[config.mk]
export PLATFORM = sky130hd
export DESIGN_NAME = icache_dm
export DESIGN_NICKNAME = d
export VERILOG_FILES = /design/src/rtl/icache_dm.sv
export SDC_FILE = /design/constraint.sdc
export NUM_CORES = 2
export LEC_CHECK = 0
export CAP_MARGIN = 20
export CORE_UTILIZATION = 56
export CTS_CLUSTER_DIAMETER = 150
export DETAILED_ROUTE_END_ITERATION = 7
export HOLD_SLACK_MARGIN = 0.08
export MAX_ROUTING_LAYER = met4
export PLACE_DENSITY_LB_ADDON = 0.12
export SLEW_MARGIN = 20
export SYNTH_ARGS = -nofsm -noshare
export SYNTH_HDL_FRONTEND = slang
export SYNTH_SLANG_ARGS = --single-unit
[constraint.sdc]
create_clock -name clk -period 7.2 [get_ports clk]
set_input_delay 0.72 -clock clk [delete_from_list [all_inputs] [get_ports clk]]
set_output_delay 0.72 -clock clk [all_outputs]
set_load 0.01 [all_outputs]
[src/rtl/icache_dm.sv]
// Direct-mapped read-only instruction cache: one-word fetches from the PC stage, whole-line refills on a miss.
// Optional: define ICACHE_FLUSH_EN to add a flush input that invalidates every line.
module icache_dm #(
    parameter int DATA_WIDTH     = 32,
    parameter int LINES          = 16,
    parameter int WORDS_PER_LINE = 4
) (
    input  logic                  clk,
    input  logic                  rst_n,
`ifdef ICACHE_FLUSH_EN
    input  logic                  flush,
`endif
    input  logic [DATA_WIDTH-1:0] pc_addr,
    input  logic                  pc_valid,
    output logic [DATA_WIDTH-1:0] instr,
    output logic                  instr_valid,
    output logic                  mem_req,
    output logic [DATA_WIDTH-1:0] mem_addr,
    input  logic                  mem_ready,
    input  logic [DATA_WIDTH-1:0] mem_rdata
);

    localparam int WB = $clog2(WORDS_PER_LINE);
    localparam int IB = $clog2(LINES);
    localparam int TW = DATA_WIDTH - 2 - WB - IB;
    localparam logic [WB-1:0] LAST_BEAT = WB'(WORDS_PER_LINE - 1);

    typedef enum logic [1:0] {IDLE, LOOKUP, REFILL} state_t;

    state_t                  state_q;
    logic [DATA_WIDTH-1:2]   req_addr_q;
    logic [LINES-1:0]        valid_q;
    logic [TW-1:0]           tag_q  [LINES];
    logic [DATA_WIDTH-1:0]   data_q [LINES][WORDS_PER_LINE];
    logic [WB-1:0]           beat_q;
    logic [DATA_WIDTH-1:0]   instr_q;
    logic                    instr_valid_q;
    logic                    mem_req_q;
    logic [DATA_WIDTH-1:0]   mem_addr_q;
`ifdef ICACHE_FLUSH_EN
    logic                    flush_pend_q;
`endif

    logic [WB-1:0] req_word;
    logic [IB-1:0] req_idx;
    logic [TW-1:0] req_tag;
    logic [WB-1:0] beat_nxt;
    logic          hit;
    logic          refill_we;
    logic          unused_lsbs;

    assign req_word    = req_addr_q[2+WB-1:2];
    assign req_idx     = req_addr_q[2+WB+IB-1:2+WB];
    assign req_tag     = req_addr_q[DATA_WIDTH-1:2+WB+IB];
    assign beat_nxt    = beat_q + WB'(1);
    assign hit         = valid_q[req_idx] && (tag_q[req_idx] == req_tag);
    assign refill_we   = (state_q == REFILL) && mem_ready;
    assign unused_lsbs = ^pc_addr[1:0];

    assign instr       = instr_q;
    assign instr_valid = instr_valid_q;
    assign mem_req     = mem_req_q;
    assign mem_addr    = mem_addr_q;

    // Tag and data arrays carry no reset; the valid bits alone qualify them.
    always_ff @(posedge clk) begin
        if (refill_we) begin
            data_q[req_idx][beat_q] <= mem_rdata;
            if (beat_q == LAST_BEAT) begin
                tag_q[req_idx] <= req_tag;
            end
        end
    end

    always_ff @(posedge clk or negedge rst_n) begin
        if (!rst_n) begin
            state_q       <= IDLE;
            req_addr_q    <= '0;
            valid_q       <= '0;
            beat_q        <= '0;
            instr_q       <= '0;
            instr_valid_q <= 1'b0;
            mem_req_q     <= 1'b0;
            mem_addr_q    <= '0;
`ifdef ICACHE_FLUSH_EN
            flush_pend_q  <= 1'b0;
`endif
        end else begin
            instr_valid_q <= 1'b0;
            case (state_q)
                IDLE: begin
`ifdef ICACHE_FLUSH_EN
                    if (flush || flush_pend_q) begin
                        valid_q <= '0;
                    end
                    flush_pend_q <= 1'b0;
`endif
                    if (pc_valid && !instr_valid_q) begin
                        req_addr_q <= pc_addr[DATA_WIDTH-1:2];
                        state_q    <= LOOKUP;
                    end
                end
                LOOKUP: begin
                    if (hit) begin
                        instr_q       <= data_q[req_idx][req_word];
                        instr_valid_q <= 1'b1;
                        state_q       <= IDLE;
                    end else begin
                        valid_q[req_idx] <= 1'b0;
                        beat_q           <= '0;
                        mem_req_q        <= 1'b1;
                        mem_addr_q       <= {req_tag, req_idx, {WB{1'b0}}, 2'b00};
                        state_q          <= REFILL;
                    end
                end
                REFILL: begin
                    if (mem_ready) begin
                        beat_q     <= beat_nxt;
                        mem_addr_q <= {req_tag, req_idx, beat_nxt, 2'b00};
                        if (beat_q == LAST_BEAT) begin
                            valid_q[req_idx] <= 1'b1;
                            mem_req_q        <= 1'b0;
                            state_q          <= LOOKUP;
                        end
                    end
                end
                default: state_q <= IDLE;
            endcase
`ifdef ICACHE_FLUSH_EN
            // A flush seen mid-fetch is deferred so the in-flight line stays coherent.
            if (flush && (state_q != IDLE)) begin
                flush_pend_q <= 1'b1;
            end
`endif
        end
    end

endmodule

* Yosys cells after proc, flatten, opt, wreduce, memory -nomap -nowiden
Memories as Yosys holds them, arrays and structs flattened.
Cells that the tools add are included.
** Operators by class
- Magnitude comparators :: 5
- Add/sub/neg operators :: 1
- Bitwise logic cells :: 5
- Multiplexer cells :: 35
- Equality and inequality tests :: 8
- Reduce and logical (&&, ||, !) cells :: 13
** Operator list (count)
- 32-bit 2-to-1 mux :: 5
- 128-bit 2-to-1 mux :: 1
- 32-bit binary-select mux with 2-bit select :: 1
- 32-bit demux with 2-bit select :: 1
- 32-bit one-hot mux with 2 select lines :: 1
- 16-bit 2-to-1 mux :: 3
- 16-bit one-hot mux with 2 select lines :: 1
- 24-bit equality test :: 1
- 16-bit bitwise AND :: 1
- 16-bit NOT :: 1
- 16-bit bitwise OR :: 1
- 2-bit 2-to-1 mux :: 6
- 1-bit 2-to-1 mux :: 11
- 3-bit >= comparator, second input constant :: 2
- 2-bit inequality test, second input constant :: 3
- 2-bit NOT with 3-bit output :: 2
- 2-bit one-hot mux with 3 select lines :: 1
- 3-bit AND reduction :: 2
- 1-bit logical AND :: 5
- 4-bit by 5-bit less-than comparator with 1-bit output, second input constant :: 1
- 1-bit binary-select mux with 4-bit select :: 1
- 1-bit demux with 4-bit select :: 1
- 2-bit equality test, second input constant :: 2
- 4-bit by 1-bit >= comparator with 1-bit output, second input constant :: 1
- 11 further kinds :: 12
** Storage, ports and cells
- Input bits :: 68
- RAM bits :: 2432
- Logic and storage cells :: 77
- Memories :: 2
- Register bits after elaboration :: 116
** Memories
- data_q :: words 16, bits a word 128, read ports 1, clocked after memory_dff 0, wr ports 1, RTL line 34 : logic [DATA_WIDTH-1:0] data_q [LINES][WORDS_PER_LINE];
- tag_q :: words 16, bits a word 24, read ports 1, clocked after memory_dff 0, wr ports 1, RTL line 33 : logic [TW-1:0] tag_q [LINES];

* Longest topological paths before layout
- Depth after elaboration :: 8
- Mapped depth :: 16

* Worst setup path before layout
No wires, ideal clock.
- Path type :: reg2reg
- From :: register req_addr_q[4] (netlist name)
- To :: memory data_q[1][0] (netlist name), enable pin
- Arrival :: 4.417 ns
- Path slack :: 2.312 ns
- Setup time :: 0.472 ns
- Cell stages (with the launch flop) :: 11
- Cells stage by stage :: dfrtp_1 -> buf_6 -> buf_6 -> buf_6 -> buf_6 -> buf_2 -> buf_2 -> buf_2 -> nor2b_1 -> nand2_1 -> nor2_1
** RTL lines
- start, declared :: RTL line 31 : logic [DATA_WIDTH-1:2] req_addr_q;
- start signal, assigned :: RTL line 99 : req_addr_q <= pc_addr[DATA_WIDTH-1:2];
- end, declared :: RTL line 34
Straight into the memory's write port.

* Worst setup path in the final report
- From :: register req_addr_q[4] (netlist name)
- To :: register mem_addr_q[13], in the netlist mem_addr[13]
** Between the ends
- Word-level cells in the longest chain between the ends :: 5
** Ends and longest elaborated chain
- memory read 16 x 24 bit or 1-bit binary-select mux with 4-bit select (tied branches)
- 24-bit equality test or 1-bit 2-to-1 mux (tied branches) :: RTL line 56 : assign hit = valid_q[req_idx] && (tag_q[req_idx] == req_tag);
- 1-bit logical AND (*) :: RTL line 56
- 2-bit inequality test (no line) (*)
- 3-bit AND reduction (no line) (*)
- end signal, assigned :: RTL line 112 : mem_addr_q <= {req_tag, req_idx, {WB{1'b0}}, 2'b00};
- end signal, assigned :: RTL line 119 : mem_addr_q <= {req_tag, req_idx, beat_nxt, 2'b00};
- end, declared :: RTL line 39 : logic [DATA_WIDTH-1:0] mem_addr_q;
Every way passes the cells marked *; elsewhere a longest branch is shown, timed or not. The select of a mux whose other input is x is not followed.
A chain may end at the register's enable or synchronous reset.

==> Flow_metrics.wiki <==
{| class="wikitable"
! Metric !! Value
|-
| Count of vias placed by the detailed router || 46400
|-
| Result of the run || finished clean
|-
| Ys async rst share || 0.0440
|-
| Largest net degree at the start of global routing || 136
|-
| I/O pin cnt || 134
|-
| Netlist cell types || 60
|-
| Switch Pwr || 12.1 mW
|-
| Final clock period utilization by the worst path || 0.724
|-
| Buffers from clock root to sink, at most || 4
|-
| Endpoint required time on the critical path || 7.98 ns
|-
| First-pass iteration count of the detailed router || 8
|-
| Detailed-route DRC error count || 0
|-
| Warnings from Yosys || 0
|-
| Clock network latency to the later pin of the worst-skew pair || 0.92 ns
|-
| Setup crit start kind || register
|-
| RSZ-0062 raised after global routing || false
|-
| First-pass GRT wire length || 341000 um
|-
| Final setup violation count || 0
|-
| Arrival time at the worst endpoint || 5.99 ns
|-
| Proportion of power drawn by flip-flops and latches || 0.415
|-
| FF+latch count, synth || 2544
|-
| Number of levels in the clock H-tree || 5
|-
| Min Hold Slack || 0.343 ns
|-
| Final core occ || 0.640
|-
| Die area || 177000 sq um
|-
| Detail Placement HPWL || 127000 um
|-
| Path depth of the worst reg2reg path || 10
|-
| Width of the die || 421 um
|-
| Routability cong. || 0.799
|-
| Worst vdd ir || 381 uV
|-
| Clock network fraction of design power || 0.316
|-
| Quantity of I/O buffers inserted on ports || 129
|-
| Kind of end point of the critical path || register
|-
| Post-Route WL || 239000 um
|-
| Critical path class || register to register
|-
| Classification of the worst-slack hold path || primary input to register
|-
| Number of CTS-inserted buffers || 277
|-
| Detail-routed net length per standard cell || 34.0 um
|-
| Layout cells sized above 1 || 0.298
|-
| Most common library cell in the layout ignoring fill and taps || sky130_fd_sc_hd__edfxtp_1
|-
| CP max stage cell || sky130_fd_sc_hd__dfrtp_4
|-
| Reg2Reg Capture Point || mem_addr[13]
|-
| Seq/Total Area, Yosys || 0.773
|-
| Core region area || 174000 sq um
|-
| Post-synthesis instance area || 98200 sq um
|-
| Initial antenna violation count || 15
|-
| Most common cell on crit path || sky130_fd_sc_hd__buf_4
|-
| Post-route antenna net violation count || 0
|-
| Post-layout nets || 4577
|-
| Largest fanout on the critical path || 46
|-
| Synthesized instance count || 4200
|-
| Cell at the root of the clock tree || sky130_fd_sc_hd__clkbuf_16
|-
| Startpoint of the most critical register-to-register path || req_addr_q[4]
|-
| P_int || 30.2 mW
|-
| Buffer and inverter count on the worst path || 3
|-
| Delay contributed by the slowest stage of the critical path || 0.98 ns
|-
| EDFF count, synth || 2432
|-
| Layout Skew || 0.0347 ns
|-
| Launching element of the worst setup path || req_addr_q[4]
|-
| Area of all placed cells without fillers || 111000 sq um
|-
| Setup total negative slack || 0 ns
|-
| Part of the power in combinational logic || 0.269
|-
| Filler instances || 11400
|-
| CP Capture Point || mem_addr[13]
|-
| Maximum Capacitance Violations || 0
|-
| Logic depth of the worst path, buffers included || 10
|-
| Count of instances resized after the clock tree is built || 0
|-
| Total power density per cell area || 380 nW/um^2
|-
| Total overflow reported by the global router || 0
|-
| Post-Syn Area per Cell || 23.4 sq um
|-
| R2r setup slk || 1.99 ns
|-
| Placed Area || 103000 sq um
|-
| Standard-cell row count || 153
|-
| Total number of clock tree sinks || 2544
|-
| Cell breakdown of the critical path || buf_4 -> mux4_2 -> a22o_1 -> a221oi_1 -> xnor2_1 -> nor4_4 -> buf_4 -> and4_1 -> buf_4 -> o211ai_1
|-
| GRT Resource Usage Total || 0.285
|-
| Count of routing violations after the opening detailed-route iteration || 5731
|-
| Initial Utilization || 0.564
|-
| Number of global-route vias before repair || 46600
|-
| Commonest register cell after synthesis || sky130_fd_sc_hd__edfxtp_1
|-
| Height of the chip || 421 um
|-
| Switching share of power || 0.286
|-
| Area Overhead vs Synth || 13.5%
|-
| Vias per inst || 6.60
|-
| CTS clk-pin slew, worst paths || 0.06 ns
|-
| Final number of max-transition violations || 0
|-
| Hold Fails Final Rpt || 0
|-
| Time the final worst path needs with I/O delays and setup || 5.21 ns
|-
| TritonCTS clock tree || done
|-
| Max transition margin || 0.266
|-
| Highest Clock Rate || 192 MHz
|-
| LEAKAGE || 35.2 nW
|-
| Cell class contributing the biggest share of worst-path delay || buffers and inverters
|-
| Leading cell types in the layout, fill and taps excluded || sky130_fd_sc_hd__edfxtp_1 (2432), sky130_fd_sc_hd__mux4_2 (741), sky130_fd_sc_hd__clkbuf_16 (288)
|-
| Transition time of the tightest slew-check pin || 1.10 ns
|}
==> what timing repair did <==
item | in CTS | in global routing
endpoints found under the hold margin | 61 | 0
hold buffers | 1 | 0
setup buffers | 0 | 0
==> routing by layer <==
layer,wire length [um],track usage,share of wire,vias up
met5,0,-,0,-
li1,-,-,-,18500
met1,97800,0.413,0.41,25400
met3,19600,0.0451,0.082,364
met2,117000,0.435,0.49,2119
met4,4600,0.0618,0.019,0
==> worst register-to-register path, delay by kind of cell, from the launching register on <==
| kind | cells | cell delay, ns |
|---|---|---|
| flip-flops | 1 | 0.98 |
| multiplexers | 1 | 0.63 |
| AND/OR/NAND/NOR | 2 | 1.10 |
| AO/OA/AOI/OAI | 3 | 0.63 |
| buffers and inverters | 3 | 1.53 |
| XOR/XNOR | 1 | 0.21 |
==> power groups by stage <==
stage / registers (mW) / clock network (mW) / logic, mW
floorplan: 17.6 / 0 / 7.93
global placement: 17.8 / 0 / 11.4
detailed placement: 17.8 / 0 / 11.5
CTS: 17.5 / 13.6 / 11.5
global route: 17.6 / 14.1 / 12.0
finish: 17.5 / 13.4 / 11.4
==> stage by stage <==
stage                     cells  setup slack [ns]  power, mW
after floorplan            4201              2.31       25.5
after global placement     6545              1.90       29.2
after detailed placement   6550              1.90       29.3
after CTS                  7022              1.88       42.6
after global routing       7024              1.61       43.7
final                      7029              1.99       42.3
==> synthesized netlist by cell type, drive strengths merged (32+ instances only) <==
master     n  area share
nor2     110      0.0042
buf      166      0.0090
a21oi     58      0.0030
mux2i     66      0.0067
dfrtp    112       0.029
mux2      66      0.0087
clkbuf    72      0.0028
nand4     32      0.0021
mux4     741        0.17
edfxtp  2432        0.74
nand3     36      0.0018
nand2    102      0.0039
==> registers in the layout, summed over array words and instances (netlist names), named ones only <==
signal / cells
mem_req: 1
beat_q: 1
req_addr_q: 30
data_q: 2048
instr_valid: 1
mem_addr: 29
tag_q: 384
state_q: 2
instr: 32
==> how the worst min path moves through the flow <==
stage	startpoint	end	depth (start not counted)
2_1_floorplan	rst_n	async pin	0
3_3_place_gp	mem_req	mem_req	1
3_5_place_dp	instr[2]	instr[2]	1
6_report	mem_rdata[26]	data_q[15][26]	1
5_1_grt	mem_rdata[17]	data_q[12][17]	1
4_1_cts	pc_addr[9]	req_addr_q[9]	3
==> logic make-up (layout without fill, tap and decap cells) <==
logic type | count (synthesis) | in the layout | share of synthesized area
multiplexers | 873 | 873 | 0.185
AND/OR/NAND/NOR | 330 | 330 | 0.0154
flip-flops | 2544 | 2544 | 0.773
AO/OA/AOI/OAI | 172 | 172 | 0.0115
adder cells (fa/ha/maj) | 4 | 4 | 0.000510
other | 1 | 9 | 0.0000382
XOR/XNOR | 24 | 24 | 0.00214
buffers and inverters | 252 | 748 | 0.0123
==> layout make-up <==
type,instances,area (sq um),share of cell area
diodes,7,17.5,0.000157
clock buffers,379,7660,0.0688
clock inverters,92,774,0.00695
inverters,14,60.1,0.000539
multi-input cells,1405,21600,0.194
flip-flops and latches,2544,75800,0.681
well taps,2325,2910,0.0261
repair buffers,263,2490,0.0223
Power figures use the tool's default switching activity.
